## src/rtl/dmem_arbiter_if.sv

```systemverilog
// Bus bundle between the data-memory arbiter, its two requesters (CPU, debug) and data_memory.
// The arbiter takes the slave view; the requesters and the memory model take the master view.
interface dmem_arbiter_if #(
   parameter int unsigned AW = 32,
   parameter int unsigned DW = 32
);
   logic          c_req;
   logic          c_we;
   logic [1:0]    c_size;
   logic [AW-1:0] c_addr;
   logic [DW-1:0] c_wdata;
   logic          c_gnt;
   logic          c_rvalid;
   logic [DW-1:0] c_rdata;

   logic          d_req;
   logic          d_we;
   logic [1:0]    d_size;
   logic [AW-1:0] d_addr;
   logic [DW-1:0] d_wdata;
   logic          d_gnt;
   logic          d_rvalid;
   logic [DW-1:0] d_rdata;

   logic          m_en;
   logic          m_we;
   logic [1:0]    m_size;
   logic [AW-1:0] m_addr;
   logic [DW-1:0] m_wdata;
   logic [DW-1:0] m_rdata;

   logic          cpu_stall;

   modport slave (
      input  c_req, c_we, c_size, c_addr, c_wdata,
      output c_gnt, c_rvalid, c_rdata,
      input  d_req, d_we, d_size, d_addr, d_wdata,
      output d_gnt, d_rvalid, d_rdata,
      output m_en, m_we, m_size, m_addr, m_wdata,
      input  m_rdata,
      output cpu_stall
   );

   modport master (
      output c_req, c_we, c_size, c_addr, c_wdata,
      input  c_gnt, c_rvalid, c_rdata,
      output d_req, d_we, d_size, d_addr, d_wdata,
      input  d_gnt, d_rvalid, d_rdata,
      input  m_en, m_we, m_size, m_addr, m_wdata,
      output m_rdata,
      input  cpu_stall
   );
endinterface

```

## src/rtl/dmem_arbiter.sv

```systemverilog
// Round-robin arbiter for the single data-memory port shared by the CPU and the debug/loader
// port; tracks the fixed memory read latency so only one read is ever outstanding.
module dmem_arbiter #(
   parameter int unsigned RD_LAT = 1,
   parameter int unsigned AW     = 32,
   parameter int unsigned DW     = 32
) (
   input logic           clk,
   input logic           reset,
   dmem_arbiter_if.slave bus
);
   typedef enum logic {StIdle, StRbusy} state_e;

   state_e        state_q, state_d;
   logic [1:0]    cnt_q, cnt_d;
   logic          rsel_q, rsel_d;   // read owner: 0 cpu, 1 debug
   logic          last_q, last_d;   // most recent grant: 0 cpu, 1 debug
   logic          ret_q, ret_d;     // single-cycle latency return flag

   logic          can_grant;
   logic          ret_valid;
   logic          gnt_c;
   logic          gnt_d;
   logic          sel_we;
   logic [1:0]    sel_size;
   logic [AW-1:0] sel_addr;
   logic [DW-1:0] sel_wdata;

   always_ff @(posedge clk) begin
      if (reset) begin
         state_q <= StIdle;
         cnt_q   <= 2'd0;
         rsel_q  <= 1'b0;
         last_q  <= 1'b1;
         ret_q   <= 1'b0;
      end else begin
         state_q <= state_d;
         cnt_q   <= cnt_d;
         rsel_q  <= rsel_d;
         last_q  <= last_d;
         ret_q   <= ret_d;
      end
   end

   always_comb begin
      state_d = state_q;
      cnt_d   = cnt_q;
      rsel_d  = rsel_q;
      last_d  = last_q;
      ret_d   = 1'b0;
      if (state_q == StRbusy) begin
         if (cnt_q == 2'd0) begin
            state_d = StIdle;
         end else begin
            cnt_d = cnt_q - 2'd1;
         end
      end
      // A read granted in the return cycle overrides the fall back to idle.
      if (gnt_c || gnt_d) begin
         last_d = gnt_d;
         if (!sel_we) begin
            rsel_d = gnt_d;
            if (RD_LAT == 1) begin
               ret_d = 1'b1;
            end else begin
               state_d = StRbusy;
               cnt_d   = 2'(RD_LAT - 1);
            end
         end
      end
   end

   always_comb begin
      can_grant = (state_q == StIdle) || (cnt_q == 2'd0);
      ret_valid = (RD_LAT == 1) ? ret_q : ((state_q == StRbusy) && (cnt_q == 2'd0));
      gnt_c     = 1'b0;
      gnt_d     = 1'b0;
      if (!reset && can_grant) begin
         if (bus.c_req && (!bus.d_req || last_q)) begin
            gnt_c = 1'b1;
         end else if (bus.d_req) begin
            gnt_d = 1'b1;
         end
      end
      sel_we    = 1'b0;
      sel_size  = 2'd0;
      sel_addr  = '0;
      sel_wdata = '0;
      if (gnt_c) begin
         sel_we    = bus.c_we;
         sel_size  = bus.c_size;
         sel_addr  = bus.c_addr;
         sel_wdata = bus.c_wdata;
      end else if (gnt_d) begin
         sel_we    = bus.d_we;
         sel_size  = bus.d_size;
         sel_addr  = bus.d_addr;
         sel_wdata = bus.d_wdata;
      end
   end

   assign bus.c_gnt     = gnt_c;
   assign bus.d_gnt     = gnt_d;
   assign bus.m_en      = gnt_c | gnt_d;
   assign bus.m_we      = sel_we;
   assign bus.m_size    = sel_size;
   assign bus.m_addr    = sel_addr;
   assign bus.m_wdata   = sel_wdata;
   assign bus.c_rvalid  = ret_valid & ~rsel_q & ~reset;
   assign bus.d_rvalid  = ret_valid & rsel_q & ~reset;
   assign bus.c_rdata   = bus.m_rdata;
   assign bus.d_rdata   = bus.m_rdata;
   assign bus.cpu_stall = bus.c_req & ~gnt_c;
endmodule

```

## src/flat_wrapper.sv

```systemverilog
// flat-port wrapper written by rule: the top's interface ports become plain ports
module dmem_arbiter_flat 
#(
   parameter int unsigned RD_LAT = 1,
   parameter int unsigned AW     = 32,
   parameter int unsigned DW     = 32
)
  (clk, reset, bus_c_req, bus_c_we, bus_c_size, bus_c_addr, bus_c_wdata, bus_c_gnt, bus_c_rvalid, bus_c_rdata, bus_d_req, bus_d_we, bus_d_size, bus_d_addr, bus_d_wdata, bus_d_gnt, bus_d_rvalid, bus_d_rdata, bus_m_en, bus_m_we, bus_m_size, bus_m_addr, bus_m_wdata, bus_m_rdata, bus_cpu_stall);
  dmem_arbiter_if #(.AW(AW), .DW(DW)) bus_i ();
  input logic clk;
  input logic reset;
  input wire logic [$bits(bus_i.c_req)-1:0] bus_c_req;
  input wire logic [$bits(bus_i.c_we)-1:0] bus_c_we;
  input wire logic [$bits(bus_i.c_size)-1:0] bus_c_size;
  input wire logic [$bits(bus_i.c_addr)-1:0] bus_c_addr;
  input wire logic [$bits(bus_i.c_wdata)-1:0] bus_c_wdata;
  output wire logic [$bits(bus_i.c_gnt)-1:0] bus_c_gnt;
  output wire logic [$bits(bus_i.c_rvalid)-1:0] bus_c_rvalid;
  output wire logic [$bits(bus_i.c_rdata)-1:0] bus_c_rdata;
  input wire logic [$bits(bus_i.d_req)-1:0] bus_d_req;
  input wire logic [$bits(bus_i.d_we)-1:0] bus_d_we;
  input wire logic [$bits(bus_i.d_size)-1:0] bus_d_size;
  input wire logic [$bits(bus_i.d_addr)-1:0] bus_d_addr;
  input wire logic [$bits(bus_i.d_wdata)-1:0] bus_d_wdata;
  output wire logic [$bits(bus_i.d_gnt)-1:0] bus_d_gnt;
  output wire logic [$bits(bus_i.d_rvalid)-1:0] bus_d_rvalid;
  output wire logic [$bits(bus_i.d_rdata)-1:0] bus_d_rdata;
  output wire logic [$bits(bus_i.m_en)-1:0] bus_m_en;
  output wire logic [$bits(bus_i.m_we)-1:0] bus_m_we;
  output wire logic [$bits(bus_i.m_size)-1:0] bus_m_size;
  output wire logic [$bits(bus_i.m_addr)-1:0] bus_m_addr;
  output wire logic [$bits(bus_i.m_wdata)-1:0] bus_m_wdata;
  input wire logic [$bits(bus_i.m_rdata)-1:0] bus_m_rdata;
  output wire logic [$bits(bus_i.cpu_stall)-1:0] bus_cpu_stall;
  assign bus_i.c_req = bus_c_req;
  assign bus_i.c_we = bus_c_we;
  assign bus_i.c_size = bus_c_size;
  assign bus_i.c_addr = bus_c_addr;
  assign bus_i.c_wdata = bus_c_wdata;
  assign bus_c_gnt = bus_i.c_gnt;
  assign bus_c_rvalid = bus_i.c_rvalid;
  assign bus_c_rdata = bus_i.c_rdata;
  assign bus_i.d_req = bus_d_req;
  assign bus_i.d_we = bus_d_we;
  assign bus_i.d_size = bus_d_size;
  assign bus_i.d_addr = bus_d_addr;
  assign bus_i.d_wdata = bus_d_wdata;
  assign bus_d_gnt = bus_i.d_gnt;
  assign bus_d_rvalid = bus_i.d_rvalid;
  assign bus_d_rdata = bus_i.d_rdata;
  assign bus_m_en = bus_i.m_en;
  assign bus_m_we = bus_i.m_we;
  assign bus_m_size = bus_i.m_size;
  assign bus_m_addr = bus_i.m_addr;
  assign bus_m_wdata = bus_i.m_wdata;
  assign bus_i.m_rdata = bus_m_rdata;
  assign bus_cpu_stall = bus_i.cpu_stall;
  dmem_arbiter #(.RD_LAT(RD_LAT), .AW(AW), .DW(DW)) u_core (.clk(clk), .reset(reset), .bus(bus_i));
endmodule
```

## config.mk

```make
export PLATFORM = sky130hd
export DESIGN_NAME = dmem_arbiter_flat
export DESIGN_NICKNAME = d
export VERILOG_FILES = /design/src/rtl/dmem_arbiter_if.sv /design/src/rtl/dmem_arbiter.sv /design/src/flat_wrapper.sv
export SDC_FILE = /design/constraint.sdc
export NUM_CORES = 1
export LEC_CHECK = 0
export ABC_AREA = 1
export BUFFER_PORTS_ARGS = -buffer_cell sky130_fd_sc_hd__buf_2
export CAP_MARGIN = 25
export CORE_AREA = 2 2 119 121
export DETAILED_ROUTE_END_ITERATION = 8
export DIE_AREA = 0 0 121 123
export GPL_TIMING_DRIVEN = 1
export PLACE_DENSITY = 0.45
export RECOVER_POWER = 50
export SYNTH_ARGS = -nofsm -noshare
export SYNTH_HDL_FRONTEND = slang
export SYNTH_SLANG_ARGS = --single-unit
```

## constraint.sdc

```tcl
create_clock -name clk -period 2.05 [get_ports clk]
set_clock_uncertainty 0.1 [all_clocks]
set_input_delay 0.41 -clock clk [delete_from_list [all_inputs] [get_ports clk]]
set_output_delay 0.41 -clock clk [all_outputs]
set_load 0.1 [all_outputs]
```

---- Word level (Yosys, flattened, before mapping) ----
Index checks and enable logic that the tools add are counted.
storage, ports and cells
  bits in registers ....................... 6
  bits in latches ......................... 0
  bits in writable memories ............... 0
  ROM bits ................................ 0
  bits of input ports ..................... 170
  output and inout bits ................... 137
  word-level logic and storage cells ...... 46
  memories kept ........................... 0
operators by class
  $add $sub $neg .......................... 1
  multiply operators ...................... 0
  div/mod/pow operators ................... 0
  order comparisons ....................... 0
  equal/unequal tests ..................... 0
  shift-type cells ........................ 0
  muxes and demuxes ....................... 15
  bitwise logic cells ..................... 13
  reductions and logical operators ........ 12
operators by type and width
  kind                                                                count
  32-bit 2-to-1 mux                                                   4
  1-bit 2-to-1 mux                                                    9
  1-bit inverter                                                      7
  1-bit AND                                                           5
  2-bit 2-to-1 mux                                                    2
  2-bit AND reduction                                                 2
  2-bit OR reduction                                                  2
  1-bit logical OR                                                    3
  1-bit logical AND                                                   2
  1-bit zero test                                                     2
  2-bit zero test                                                     1
  2-bit by 1-bit subtractor with 2-bit output, second input constant  1
  1-bit bitwise OR                                                    1

---- Depth between registers and ports, before layout ----
  word-level depth ........................ 9
  gate-level depth with buffers ........... 9
  mapped depth without buffers ............ 9

---- Worst setup path before layout ----
OpenSTA, ideal clock, no wires.
  path type ............................... flip-flop to output port
  start ................................... register u_core.cnt_q[0]
  end ..................................... output bus_cpu_stall
  arrival time ............................ 2478 ps
  data required time ...................... 1540 ps
  setup slack ............................. -938 ps
  stages on the path, launching flop included .. 9
  path buffers ............................ 1
  cell sequence ........................... dfxtp_1 -> inv_1 -> ha_1 -> inv_1 -> a21oi_4 -> nand2_2 -> inv_2 -> buf_2 -> nor2_1
on the way
  cells in the longest elaborated chain, start to end .. 6
RTL lines
  what                      RTL line             source
  start: declaration        dmem_arbiter.sv:15   logic [1:0] cnt_q, cnt_d;
  start signal: assignment  dmem_arbiter.sv:38   cnt_q <= cnt_d;
  2-bit zero test           dmem_arbiter.sv:74   can_grant = (state_q == StIdle) || (cnt_q == 2'd0);
  1-bit logical OR          dmem_arbiter.sv:74
  1-bit logical AND         dmem_arbiter.sv:78   if (!reset && can_grant) begin
  1-bit 2-to-1 mux          dmem_arbiter.sv:78
  named net bus_c_gnt       flat_wrapper.sv:17   output wire logic [$bits(bus_i.c_gnt)-1:0] bus_c_gnt;
  1-bit inverter            dmem_arbiter.sv:113  assign bus.cpu_stall = bus.c_req & ~gnt_c;
  1-bit AND                 dmem_arbiter.sv:113
  end: declaration          flat_wrapper.sv:34   output wire logic [$bits(bus_i.cpu_stall)-1:0] bus_cpu_stall;
The timed path passes the listed nets, and every way through them passes these cells.

---- Worst setup path after layout ----
  start ................................... register u_core.cnt_q[0]
  end ..................................... output bus_m_addr[6]
on the way
  cells in the longest elaborated chain, start to end .. 6
  elaborated cells between the ends (all ways) .. 7
  those cells by class .................... mux: 4; reduce/logical: 3
RTL lines
  what                   RTL line            source
  2-bit zero test (*)    dmem_arbiter.sv:74
  1-bit logical OR (*)   dmem_arbiter.sv:74
  1-bit logical AND (*)  dmem_arbiter.sv:78
  1-bit 2-to-1 mux       dmem_arbiter.sv:78
  32-bit 2-to-1 mux      dmem_arbiter.sv:94  end else if (gnt_d) begin
  32-bit 2-to-1 mux (*)  dmem_arbiter.sv:89  if (gnt_c) begin
  end: declaration       flat_wrapper.sv:31  output wire logic [$bits(bus_i.m_addr)-1:0] bus_m_addr;
Mark *: on every way between the ends. The rest lies on a longest branch, timed or not.

==> impl_metrics.yaml <==
layout:
  num_antenna_cells: 0
  layout-drive-gt1-share_pct: 90.4
  stdcell_count: 534
  final_nets: 527
  nFillCells: 1340
  syn_to_final_growth_pct: 204
synthesis:
  synth-warning-count: 0
  synth_area_mm2: 0.00146
  ys_types: 17
  syn_avg_cell_area_um2: 7.79
  synthesis.nets: 359
  ys_ff_latch: 6
  syn_inst: 188
  ys_seq_area_share_pct: 8.21
sta:
  worst-slew-pin-transition_ns: 0.291
  hold_ws_ns: 0.394
  setup_viol: 71
  rsz0062_at_grt: "yes"
  period_minus_slack_ns: 2.29
  max_freq_mhz: 437
  drv_slew: 0
  slew_headroom_pct: 80.6
  timing.final.crit_share_pct: 112
  timing.final.ws_setup_ns: -0.238
  hold_viol: 0
job:
  max_cap_violations: 0
critical_path:
  crit_type: "flop to output port"
  cp-end-kind: "output port"
  arrival_ns: 1.78
  worstPathRequired_ns: 1.54
  reg2reg_from: "u_core.cnt_q[1]"
  r2r-end: "u_core.last_q"
  rrSetupSlack_ns: 0.33
  worstPathMaxFanout: 11
  reg2reg_depth: 11
  start_kind: "flop"
placed_design:
  gp_congestion: 0.668
  place_ws_ns: -0.0755
  dp.cells: 511
  dpl.hpwl_um: 6100
  io_buffers: 210
hold_path:
  hold-path-cell-count: 2
  hold_end: "u_core.cnt_q[1]"
  hold_start: "u_core.cnt_q[1]"
  hold_class: "flop to flop"
grt:
  grt_usage_pct: 9.71
  grt_max_degree: 22
  antenna_found_initial: 0
  grt_pass1_wl_um: 11400
  grt_pass1_vias: 2119
  grt-ovfl-total: 0
clock_tree:
  cts_buffers: 3
  cts_sinks: 6
  cts.clk_slew.worst_paths_ns: 0.03
  clock_path_buffers: 2
  hold_buffers: 0
  clock-root-buffer: "clkbuf_16"
  insertion_delay_ns: 0.22
  cts_tree: "done"
  htreeDepth: 1
drt:
  drtPass1Iterations: 4
  drt_iter0_drc: 25
  drt-total-wl_um: 9300
  via_per_inst: 3.94
  route.detailed.drc: 0
  wl_per_cell_um: 17.4
  route.vias.total: 2105
  detail-route-antenna-nets: 0
die:
  die_y_um: 123
  dieArea_mm2: 0.0149
  coreArea_mm2: 0.0136
  pin_count: 307
  start_util_pct: 10.8
  placementRows: 43
  die_w_um: 121
power:
  p_per_area_mw_per_mm2: 490
  peakVddDrop_uv: 335
  p_leak_nw: 2.19
status:
  violations: "negative setup slack"
  status: "finished, violations left"
[repair_timing]
item,in CTS,in global routing
gates resized for setup,19,44
pin swaps,3,52
setup endpoints to repair,70,71
gates cloned,4,12
buffers inserted,0,4
[cell families after synthesis]
family	share of synthesized area, %
buffers and inverters	42.6
AO/OA/AOI/OAI	42.6
AND/OR/NAND/NOR	5.81
flip-flops	8.21
adder cells (fa/ha/maj)	0.855
[report_power, final]
part           switching (mW)  total (mW)  leakage, nW  internal, mW
registers             0.00305       0.125       0.0500         0.122
clock network          0.0599       0.310       0.0370         0.250
logic                    1.04        1.75         2.10         0.709
[synth_stat cells]
cell type | n | area, um2
a22o_1 | 66 | 578
buf_4 | 64 | 480
buf_2 | 9 | 45.0
inv_1 | 9 | 33.8
nand2_1 | 8 | 30.0
dfxtp_1 | 6 | 120
nor2_1 | 6 | 22.5
buf_6 | 5 | 56.3
nand3_1 | 4 | 20.0
a21oi_1 | 2 | 10.0
inv_2 | 2 | 7.51
nand2_2 | 2 | 12.5
a211oi_1 | 1 | 7.51
a21oi_4 | 1 | 16.3
ha_1 | 1 | 12.5
o21ai_0 | 1 | 5.00
o22ai_1 | 1 | 6.26
[through the flow]
stage          cell area (um2)  setup TNS (ns)  power, mW  util, %
3_3_place_gp              3650           -1.46       1.69     26.8
2_1_floorplan             1740           -8.91       1.65        -
3_5_place_dp              3650           -2.12       1.70     26.8
6_report                  4450          -13.04       2.18     32.7
4_1_cts                   3910          -14.08       2.07     28.8
5_1_grt                   4450          -17.99       2.25     32.7
[final cells by class]
| cell class | instances | area (um2) | area share (%) |
|---|---|---|---|
| Clock buffer | 3 | 75.1 | 1.69 |
| Sequential cell | 6 | 123 | 2.75 |
| Timing Repair Buffer | 240 | 2670 | 60.0 |
| Tap cell | 180 | 225 | 5.06 |
| Multi-Input combinational cell | 93 | 1270 | 28.6 |
| Inverter | 11 | 68.8 | 1.55 |
| Timing Repair inverter | 1 | 16.3 | 0.365 |
[cell usage in the layout (no fill, tap or decap)]
cell type,Yosys,routed
buf_2,9,137
buf_12,0,77
a22o_4,0,58
clkbuf_16,0,11
buf_4,64,8
inv_1,9,6
a22o_1,66,6
nand2_1,8,6
nand3_1,4,4
buf_6,5,4
buf_16,0,4
dfxtp_1,6,4
clkinv_8,0,3
nor2_1,6,3
a21oi_1,2,2
nand2_4,0,2
inv_2,2,2
a22o_2,0,2
nand2_2,2,2
nor2_2,0,2
buf_8,0,2
dfxtp_2,0,2
inv_4,0,1
a21oi_4,1,1
nor2_4,0,1
o21ai_0,1,1
o22ai_1,1,1
a211oi_1,1,1
ha_4,0,1
[worst max-delay path, cell delays in order (launching register included)]
cell and delay (ns):
dfxtp_2 0.30, inv_2 0.07, ha_4 0.14, inv_4 0.04, a21oi_4 0.21, nand2_4 0.11, clkinv_8 0.12, buf_12 0.16
a22o_1 0.20, buf_12 0.18
[worst max-delay path by stage]
stage | to | startpoint | cells past startpoint | slack, ns
finish | bus_m_addr[6] | u_core.cnt_q[0] | 9 | -0.24
global placement | bus_m_addr[25] | bus_c_req | 7 | -0.06
detailed placement | bus_m_addr[18] | bus_d_req | 9 | -0.08
floorplan | bus_m_addr[10] | u_core.cnt_q[0] | 8 | -0.28
CTS | bus_m_addr[18] | u_core.cnt_q[1] | 9 | -0.25
global route | bus_m_addr[6] | u_core.cnt_q[0] | 9 | -0.30
[state kept, by name (all words and copies together), names as in the netlist]
| signal | flops |
|---|---|
| u_core.cnt_q | 2 |
| u_core.last_q | 1 |
| u_core.ret_q | 1 |
| u_core.rsel_q | 1 |
| u_core.state_q | 1 |
[per-layer routing]
metal	track usage, %	up-vias	wire length [um]
li1	-	971	-
met5	0	-	0
met1	9.46	975	3210
met3	1.94	25	779
met2	20.4	134	5150
met4	2.54	0	167
Note: power is estimated with default switching activity, not from simulation.
